## src/rtl/inst_tx.sv

```systemverilog
// Serialises a 2*BITS instruction word into two BITS-wide half writes (high, then low).
// Optional INST_TX_GAP_EN inserts one idle GAP cycle between the high and low writes.
module inst_tx #(
    parameter int BITS = 8
) (
    input  logic              clk,
    input  logic              rst_n,
    input  logic [2*BITS-1:0] inst_in,
    input  logic              inst_valid,
    output logic              inst_ready,
    output logic [BITS-1:0]   out,
    output logic              set_hi,
    output logic              set_lo,
    output logic              busy,
    output logic              done,
    output logic [1:0]        o_dbg_state
);

    localparam logic [1:0] S_IDLE = 2'd0;
    localparam logic [1:0] S_HI   = 2'd1;
    localparam logic [1:0] S_LO   = 2'd2;
`ifdef INST_TX_GAP_EN
    localparam logic [1:0] S_GAP  = 2'd3;
`endif

    logic [1:0]        r_state;
    logic [1:0]        w_next;
    logic [2*BITS-1:0] r_hold;
    logic              w_accept;

    // Valid/ready: a word transfers on a rising edge where inst_valid && inst_ready.
    // inst_ready is a pure state decode, forced low only while reset is held.
    assign inst_ready = rst_n && ((r_state == S_IDLE) || (r_state == S_LO));
    assign w_accept   = inst_valid && inst_ready;

    always_comb begin
        w_next = r_state;
        case (r_state)
            S_IDLE:  w_next = w_accept ? S_HI : S_IDLE;
`ifdef INST_TX_GAP_EN
            S_HI:    w_next = S_GAP;
            S_GAP:   w_next = S_LO;
`else
            S_HI:    w_next = S_LO;
`endif
            S_LO:    w_next = w_accept ? S_HI : S_IDLE;
            default: w_next = S_IDLE;
        endcase
    end

    always_ff @(posedge clk or negedge rst_n) begin
        if (!rst_n) begin
            r_state <= S_IDLE;
            r_hold  <= '0;
        end else begin
            r_state <= w_next;
            if (w_accept) begin
                r_hold <= inst_in;
            end
        end
    end

    // All strobes decode registered state/hold only, so nothing from inst_in leaks through.
    always_comb begin
        out    = '0;
        set_hi = 1'b0;
        set_lo = 1'b0;
        done   = 1'b0;
        case (r_state)
            S_HI: begin
                set_hi = 1'b1;
                out    = r_hold[2*BITS-1:BITS];
            end
            S_LO: begin
                set_lo = 1'b1;
                done   = 1'b1;
                out    = r_hold[BITS-1:0];
            end
            default: begin
                out    = '0;
            end
        endcase
    end

    assign busy        = (r_state != S_IDLE);
    assign o_dbg_state = r_state;

endmodule

```

## config.mk

```make
export PLATFORM = sky130hd
export DESIGN_NAME = inst_tx
export DESIGN_NICKNAME = d
export VERILOG_FILES = /design/src/rtl/inst_tx.sv
export SDC_FILE = /design/constraint.sdc
export NUM_CORES = 1
export LEC_CHECK = 0
export ABC_AREA = 1
export ABC_CLOCK_PERIOD_IN_PS = 2190
export CELL_PAD_IN_SITES_DETAIL_PLACEMENT = 1
export CELL_PAD_IN_SITES_GLOBAL_PLACEMENT = 1
export CORE_ASPECT_RATIO = 1.5
export CORE_MARGIN = 4
export CORE_UTILIZATION = 43
export DETAILED_ROUTE_END_ITERATION = 10
export DONT_BUFFER_PORTS = 1
export PLACE_DENSITY = 0.81
export SETUP_SLACK_MARGIN = 0.1
export SLEW_MARGIN = 20
export SYNTH_ARGS = -nofsm -noshare
export SYNTH_HDL_FRONTEND = slang
export SYNTH_SLANG_ARGS = --single-unit
```

## constraint.sdc

```tcl
create_clock -name clk -period 2.19 [get_ports clk]
set_clock_uncertainty 0.2 [all_clocks]
set_input_delay 0.5475 -clock clk [delete_from_list [all_inputs] [get_ports clk]]
set_output_delay 0.5475 -clock clk [all_outputs]
set_load 0.01 [all_outputs]
```

## Word level (Yosys, flattened, before mapping)

Cells that the tools add are included.

| word-level totals | value |
|---|---|
| input port bits | 19 |
| flip-flop bits (word level) | 18 |

| cells by class | value |
|---|---|
| mux-type cells | 5 |
| reductions and logical operators | 6 |
| eq/ne operators | 2 |

Operators by type and width:

| kind | count |
|---|---|
| 8-bit case mux with 2 select lines | 1 |
| 2-bit case mux with 2 select lines | 1 |
| 1-bit two-way mux | 3 |
| 2-bit by 1-bit == test with 1-bit output, second input constant | 1 |
| 2-bit == test, second input constant | 1 |
| 1-bit logical AND | 2 |
| 2-bit zero test | 1 |
| 2-bit nonzero test | 1 |
| 2-bit OR reduction | 1 |
| 1-bit logical OR | 1 |

## Depth between registers and ports, before layout

Gate-level depths: netlist of the first run.

| depth | value |
|---|---|
| depth in word-level cells | 6 |
| mapped depth | 9 |
| gate-level depth less buffers | 7 |

## Least setup slack after synthesis of the first run

No wires, ideal clock.

| timing | value |
|---|---|
| kind | register to output |
| from | register r_state[1], in the netlist o_dbg_state[1] |
| to | output port out[1] |
| slack | 169 ps |
| data required time | 1442 ps |
| cell stages (with the launch flop) | 6 |
| arrival time | 1274 ps |
| cell sequence | dfrtp_1 > inv_1 > ha_1 > clkbuf_1 > nand2_1 > a21oi_1 |

| between the ends | value |
|---|---|
| word-level cells in the longest chain between the ends | 2 |
| elaborated cells between the ends (all ways) | 3 |

Ends and longest elaborated chain:

| what | line | RTL |
|---|---|---|
| start, declared | 26 | `logic [1:0] r_state;` |
| start signal, assigned | 56 | `r_state <= w_next;` |
| 2-bit == test or 2-bit by 1-bit == test with 1-bit output (tied branches) | 69 | `case (r_state)` |
| 8-bit case mux with 2 select lines * | 69 |  |
| end, declared | 11 | `output logic [BITS-1:0] out,` |

Every way passes the cells marked *; elsewhere a longest branch is shown, timed or not.

## Worst setup path after layout of the first run

| timing | value |
|---|---|
| from | register r_state[1], in the netlist o_dbg_state[1] |
| to | output port out[2] |

The elaborated chain is that of the path after synthesis.

==> impl_metrics.json, run 1 <==
{
  "core_area_sq_um": 2080,
  "p_leak_nw": 0.594,
  "synth_sequential_area_ratio_pct": 46.6,
  "fmax_mhz": 444,
  "dieWidth_um": 46.7,
  "grt_max_degree": 20,
  "synth-seq-cells": 18,
  "start_kind": "register",
  "cts_tree": "yes",
  "drc": 0,
  "worstHoldPathType": "primary input to register",
  "ys_async_sr_fraction_pct": 100,
  "grt_use_total_pct": 19.6,
  "numCtsBuffers": 3,
  "status": "finished, violations left",
  "worst_pin_slew_ns": 0.829,
  "setup_viol": 5,
  "crit_path_end": "out[2]",
  "path_buf_inv": 3,
  "synth_edf_count": 0,
  "worstSetupPathType": "register to output port",
  "max_cap_violations": 0,
  "path_max_fanout": 8,
  "syn_nets": 137,
  "port-buffer-count": 0,
  "seqPwrFrac_pct": 53.5,
  "cts.clk_slew.worst_paths_ns": 0.09,
  "netSwitchingFraction_pct": 34.0,
  "instances_no_fill": 145,
  "synth.avg_cell_area_sq_um": 8.56,
  "antenna_found_initial": 0,
  "power_density_nw_per_um2": 663,
  "critical_path.max_stage_delay_ns": 0.46,
  "start_util_pct": 46.6,
  "drive_gt1_share_pct": 35.8,
  "final.min_clock_period_ns": 2.25,
  "r2r_cells": 8,
  "hpwl_um": 1630,
  "r2r_start": "o_dbg_state[0]",
  "yosysWarnings": 0,
  "startpoint": "o_dbg_state[1]",
  "h-tree-depth": 1,
  "ys.flop_type": "dfrtp_1",
  "area_growth_pct": 29.1,
  "vias": 876,
  "worst_r2r_endpoint": "r_hold[7]",
  "insertion_delay_ns": 0.28,
  "required_ns": 1.44,
  "max-vdd-ir-drop_mv": 0.462,
  "pwr-share-clk_pct": 18.9,
  "placed_area_sq_um": 986,
  "wirelength_um": 3080,
  "fin_ws_ns": -0.0620,
  "fin_area_sq_um": 1250,
  "clk_path_buf_depth": 2,
  "arrival_ns": 1.50,
  "synthCells": 113,
  "die_area_sq_um": 3090,
  "dieHeight_um": 66.1,
  "p_int_mw": 0.546,
  "grt_pass1_wl_um": 4330,
  "maxSlewViolCount": 0,
  "grt_pass1_vias": 915,
  "ios": 34,
  "yosysTopAreaCell": "dfrtp_1",
  "synthMostInstantiatedCell": "nand2_1",
  "critPathTopFamily": "flip-flops",
  "rows": 20,
  "yosys-top-cells-count": "48 x nand2_1, 18 x dfrtp_1, 16 x nand4_1",
  "crit_slowest_cell": "dfrtp_1",
  "dp_cells": 133,
  "switching_power_mw": 0.281,
  "synthTopCellsByArea": "dfrtp_1 47%, nand2_1 19%, nand4_1 10%, ha_1 6.5%, a21oi_1 4.1%",
  "postLayoutCoreUtil_pct": 60.1,
  "wire_per_inst_um": 21.3,
  "overflow": 0,
  "max-slew-margin-rel_pct": 44.6,
  "clock_sinks": 18,
  "fin_crit_sh_pct": 103,
  "hold_ws_ns": 0.207,
  "gp_congestion": 0.787,
  "syn_area_sq_um": 967,
  "regToRegSetupSlack_ns": 0.42,
  "drtPass1Iterations": 4,
  "end_kind": "output port",
  "root_buffer": "clkbuf_4",
  "synth_top_area_share_pct": 46.6,
  "drt_iter0_markers": 27,
  "ys_types": 15,
  "crit_cells": 5,
  "final_hold_viol_count": 0,
  "violations": "negative setup slack",
  "nets": 149,
  "diodes": 0,
  "rsz0062_at_grt": "yes",
  "antenna_left": 0,
  "power_frac_comb_pct": 27.6,
  "path_cells": "inv_2 > ha_4 > inv_6 > a21oi_2 > buf_4",
  "routed_via_density": 6.04
}
what timing repair did:
item	CTS	global route
hold endpoints to repair	18	0
gates cloned	1	0
hold buffers	1	0
pin swaps	2	6
buffers inserted	4	3
resized for setup	23	21
endpoints found under the setup margin	10	10
layout make-up:
type | count | area [sq um]
fillers | 236 | 828
multi-input cells | 81 | 572
flip-flops and latches | 18 | 450
repair buffers | 16 | 150
well taps | 22 | 27.5
inverters | 5 | 26.3
clock buffers | 3 | 22.5
metal layers:
layer / share of wire (%) / wire length (um) / vias up / global-route usage [%]
met5: 0 / 0 / - / 0
met4: 2.1 / 65 / 0 / 4.15
met3: 5.8 / 178 / 6 / 4.63
met2: 55 / 1700 / 29 / 35.9
met1: 37 / 1140 / 444 / 22.1
li1: - / - / 397 / -
worst min-delay path by stage:
stage	startpoint	endpoint	slack (ns)	depth (start not counted)
floorplan	rst_n	o_dbg_state[0]	0.05	0
finish	inst_in[13]	r_hold[13]	0.21	2
global placement	rst_n	o_dbg_state[1]	0.05	0
CTS	rst_n	r_hold[1]	0.20	2
global route	rst_n	r_hold[12]	0.20	2
detailed placement	rst_n	o_dbg_state[1]	0.05	0
stage by stage:
step	total power, mW	TNS, ns	setup slack [ns]
6_report	0.828	-0.115	-0.0620
5_1_grt	0.880	-0.525	-0.0973
4_1_cts	0.791	0	0.0129
3_5_place_dp	0.582	0	0.173
3_3_place_gp	0.574	0	0.221
2_1_floorplan	0.556	0	0.169
kinds of logic after synthesis:
| group | share of synthesized area, % |
|---|---|
| compound gates | 4.92 |
| buf+inv | 8.54 |
| fa+ha+maj | 6.47 |
| flops | 46.6 |
| simple gates | 33.5 |
layout by cell type, fill, tap and decap left out:
cell type	n
buf_12	1
buf_4	9
a21oi_2	4
inv_2	2
inv_4	1
ha_4	3
clkbuf_4	4
dfrtp_1	18
nor2_2	1
nand2_2	4
a21oi_4	4
buf_6	4
nand4_1	16
nand2_1	40
nand2_4	4
ha_1	2
nand3_4	1
inv_1	1
nand2_8	1
dlygate4sd3_1	1
inv_6	1
o21a_1	1
sequential cells by signal, indices dropped and copies added (netlist names):
name	flops
o_dbg_state	2
r_hold	16
power groups by stage:
stage               Combinational [mW]  Sequential [mW]  Clock (mW)
global placement                 0.143            0.432           0
finish                           0.229            0.443       0.156
global route                     0.255            0.449       0.176
CTS                              0.197            0.429       0.165
floorplan                        0.131            0.426           0
detailed placement               0.149            0.433           0
No activity file was read; power rests on OpenSTA's default activity.
==> run 2, diff against run 1 <==
ABC_CLOCK_PERIOD_IN_PS = 2150   (was 2190)
clock period = 2.15 ns   (was 2.19 ns; I/O delays follow)
==> impl_metrics.json, run 2 (same netlist as run 1, synthesis figures left out) <==
{
  "status": "finished, violations left",
  "max_cap_violations": 0,
  "fin_ws_ns": -0.0489,
  "rows": 20,
  "vias": 893,
  "hpwl_um": 1670,
  "grt_pass1_wl_um": 5060,
  "nets": 153,
  "final_cell_mix": "39 x nand2_1, 17 x dfrtp_1, 16 x nand4_1",
  "final.min_clock_period_ns": 2.20,
  "gp_congestion": 0.733,
  "worstSetupPathType": "register to output port",
  "port-buffer-count": 0,
  "overflow": 0,
  "wirelength_um": 3240,
  "diodes": 0,
  "rsz0062_at_grt": "yes",
  "dieHeight_um": 66.1,
  "clock_sinks": 18,
  "ios": 34,
  "antenna_left": 0,
  "end_kind": "output port",
  "n_fill_cell": 226,
  "path_max_fanout": 3,
  "routed_via_density": 5.95,
  "insertion_delay_ns": 0.29,
  "arrival_ns": 1.46,
  "start_util_pct": 46.6,
  "p_total_mw": 0.918,
  "max-vdd-ir-drop_mv": 0.495,
  "antenna_found_initial": 0,
  "highest_layer": "met4",
  "drt_iter0_markers": 22,
  "drt-met1-wl_um": 1170,
  "power_density_nw_per_um2": 691,
  "regMostFlops": "r_hold",
  "root_buffer": "clkbuf_4",
  "fmax_mhz": 455,
  "area_growth_pct": 37.4,
  "violations": "negative setup slack",
  "max-slew-margin-rel_pct": 44.0,
  "clk_path_buf_depth": 2,
  "layout_commonest_cell": "nand2_1",
  "core_area_sq_um": 2080,
  "largest_reg_flops": 16,
  "wire_per_inst_um": 21.6,
  "cts.clk_slew.worst_paths_ns": 0.11,
  "drtPass1Iterations": 4,
  "dieWidth_um": 46.7,
  "h-tree-depth": 1,
  "route.met2.wl_um": 1830,
  "worstHoldPathType": "primary input to register",
  "setup_viol": 4,
  "die_area_sq_um": 3090,
  "cts_tree": "yes",
  "dr_wl_met3_um": 189,
  "p_leak_nw": 0.622,
  "grt_max_degree": 20,
  "grt_pass1_vias": 957,
  "start_kind": "register",
  "grt_use_total_pct": 23.6,
  "required_ns": 1.41,
  "final_hold_viol_count": 0,
  "drc": 0,
  "worst_pin_slew_ns": 0.837,
  "numCtsBuffers": 3,
  "setup_tns_ns": -0.137,
  "maxSlewViolCount": 0,
  "drive_gt1_share_pct": 40.6,
  "fin_crit_sh_pct": 102
}
run 2: power breakdown:
group          internal (mW)  leakage [nW]  total (mW)  switching (mW)
Sequential             0.400         0.224       0.451          0.0506
Clock                  0.103        0.0210       0.210           0.107
Combinational          0.108         0.377       0.257           0.149
Total                  0.611         0.622       0.918           0.307
run 2: layout make-up:
class / count / area [sq um] / area share (%)
flip-flops and latches: 18 / 452 / 34.0
well taps: 22 / 27.5 / 2.07
multi-input cells: 81 / 577 / 43.4
repair buffers: 20 / 208 / 15.6
inverters: 5 / 28.8 / 2.17
clock buffers: 4 / 36.3 / 2.73
run 2: metal layers:
layer  global-route usage, %  vias to the layer above
met5                       0                        -
met4                    10.0                        0
met3                    3.54                        7
met2                    40.2                       33
met1                    28.2                      455
li1                        -                      398
run 2: final timing paths:
check | slack [ns] | cells after the start | endpoint | startpoint
worst max-delay path | -0.05 | 6 | out[3] | o_dbg_state[1]
max in group asynchronous | 0.58 | 1 | o_dbg_state[0] | rst_n
worst max register to register | 0.34 | 9 | r_hold[7] | o_dbg_state[0]
min in group asynchronous | 0.59 | 1 | r_hold[6] | rst_n
worst min register to register | 0.29 | 2 | r_hold[4] | r_hold[4]
worst min-delay path | 0.18 | 2 | r_hold[2] | inst_in[2]
run 2: what timing repair did:
| action | CTS | global route |
|---|---|---|
| gates resized for setup | 38 | 10 |
| setup buffers | 10 | 1 |
| endpoints found under the setup margin | 12 | 12 |
| hold buffers | 1 | 0 |
| endpoints found under the hold margin | 18 | 0 |
| pin swaps | 11 | 4 |
run 2: stage by stage:
step                      setup WS [ns]  utilization (%)  area, sq um  hold slack (ns)  cells
final                           -0.0489             64.0         1330            0.182    150
after global routing             -0.120             64.0         1330            0.174    150
after CTS                       -0.0228             61.4         1270            0.178    149
after detailed placement         0.0746             47.8          993           0.0426    134
after global placement            0.139             47.8          993           0.0426    134
after floorplan                   0.139                -          967           0.0419    113
run 2: worst max-delay path: stages (launching register included):
cell,delay (ns)
dfrtp_1,0.43
inv_2,0.14
ha_4,0.18
buf_12,0.11
nand2_4,0.04
a21oi_2,0.13
buf_4,0.14
==> run 3, diff against run 2 <==
CTS_CLUSTER_SIZE = 16   (was not set)
GPL_TIMING_DRIVEN = 0   (was not set)
==> impl_metrics.json, run 3 (same netlist as run 1, synthesis figures left out) <==
{
  "grt_pass1_vias": 928,
  "status": "finished, violations left",
  "drtPass1Iterations": 4,
  "setup_tns_ns": -0.882,
  "dp_cells": 135,
  "gp_congestion": 0.773,
  "cts_tree": "yes",
  "overflow": 0,
  "final.min_clock_period_ns": 2.27,
  "start_kind": "register",
  "max-vdd-ir-drop_mv": 0.483,
  "port-buffer-count": 0,
  "arrival_ns": 1.53,
  "routed_via_density": 5.85,
  "drt_iter0_markers": 6,
  "final_hold_viol_count": 0,
  "fin_ws_ns": -0.115,
  "wire_per_inst_um": 19.3,
  "drive_gt1_share_pct": 29.8,
  "max-slew-margin-rel_pct": 43.5,
  "ios": 34,
  "clock_sinks": 18,
  "core_area_sq_um": 2080,
  "dieWidth_um": 46.7,
  "insertion_delay_ns": 0.29,
  "placed_area_sq_um": 995,
  "nets": 146,
  "grt_max_degree": 19,
  "hold_ws_ns": 0.186,
  "rsz0062_at_grt": "yes",
  "fin_crit_sh_pct": 105,
  "area_growth_pct": 27.0,
  "crit_slowest_cell": "dfrtp_2",
  "r2r_cells": 10,
  "end_kind": "output port",
  "dr_wl_met3_um": 194,
  "critical_path.max_stage_delay_ns": 0.49,
  "fin_area_sq_um": 1230,
  "clk_path_buf_depth": 2,
  "holdCritStartpoint": "inst_in[6]",
  "worst_r2r_endpoint": "r_hold[15]",
  "antenna_left": 0,
  "largest_reg_flops": 16,
  "r2r_start": "o_dbg_state[0]",
  "layout_commonest_cell": "nand2_1",
  "worstSetupPathType": "register to output port",
  "p_total_mw": 0.885,
  "h-tree-depth": 1,
  "grt_use_total_pct": 20.4,
  "die_area_sq_um": 3090,
  "wirelength_um": 2760,
  "power_density_nw_per_um2": 720,
  "start_util_pct": 46.6,
  "instances_no_fill": 143,
  "hpwl_um": 1770,
  "highest_layer": "met4",
  "antenna_found_initial": 0,
  "vias": 837,
  "regMostFlops": "r_hold",
  "startpoint": "o_dbg_state[1]",
  "final_cell_mix": "48 x nand2_1, 16 x nand4_1, 16 x dfrtp_1",
  "rows": 20,
  "maxSlewViolCount": 0,
  "route.met2.wl_um": 1480,
  "root_buffer": "clkbuf_4",
  "p_leak_nw": 0.536,
  "regToRegSetupSlack_ns": 0.30,
  "drc": 0,
  "n_fill_cell": 235,
  "worst_pin_slew_ns": 0.845,
  "cts.clk_slew.worst_paths_ns": 0.11,
  "postLayoutCoreUtil_pct": 59.2,
  "numCtsBuffers": 3,
  "max_cap_violations": 0,
  "dieHeight_um": 66.1,
  "path_cells": "inv_4 > ha_4 > clkinvlp_4 > buf_12 > a21oi_4",
  "fmax_mhz": 441,
  "required_ns": 1.41,
  "setup_viol": 8,
  "holdPathEnd": "r_hold[6]",
  "path_max_fanout": 8,
  "hold_depth": 2,
  "pre_cts_slack_ns": -0.153,
  "violations": "negative setup slack",
  "grt_pass1_wl_um": 4500,
  "drt-met1-wl_um": 1010,
  "diodes": 0,
  "worstHoldPathType": "primary input to register"
}
## run 3: critical path: cells and delay by family, from the launching register on
family	cells	cell delay (ns)
AO/OA/AOI/OAI	1	0.15
adder cells (fa/ha/maj)	1	0.28
flip-flops	1	0.49
buffers and inverters	3	0.32
## run 3: how the worst max path moves through the flow
stage	endpoint	cells past startpoint	slack (ns)
floorplan	out[1]	5	0.14
global placement	out[1]	5	-0.08
detailed placement	out[4]	5	-0.15
CTS	out[4]	5	-0.10
global route	out[4]	5	-0.20
finish	out[4]	5	-0.12
## run 3: repair_timing
item / CTS / global route
gates resized for setup: 32 / 0
setup endpoints to repair: 10 / 9
buffers inserted: 3 / 0
hold endpoints to repair: 18 / 0
cloned: 0 / 0
hold buffers: 1 / 0
pin swaps: 3 / 0
## run 3: per-layer routing
layer  up-vias  global-route usage (%)
met2        28                    37.6
met3         6                    5.72
met1       411                    22.1
met5         -                       0
met4         0                    4.50
li1        392                       -
## run 3: final cells by class
type                       count  area, sq um  share of cell area [%]
buffer                         9         75.1                    6.11
tap                           22         27.5                    2.24
clock buffer                   4         36.3                    2.95
sequential                    18          453                    36.9
inverter                       5         30.0                    2.44
timing repair buffer           4         45.0                    3.67
multi-input combinational     81          562                    45.7
## run 3: power by group
part,switching (mW),internal (mW)
logic,0.143,0.0897
registers,0.0436,0.400
clock network,0.105,0.103
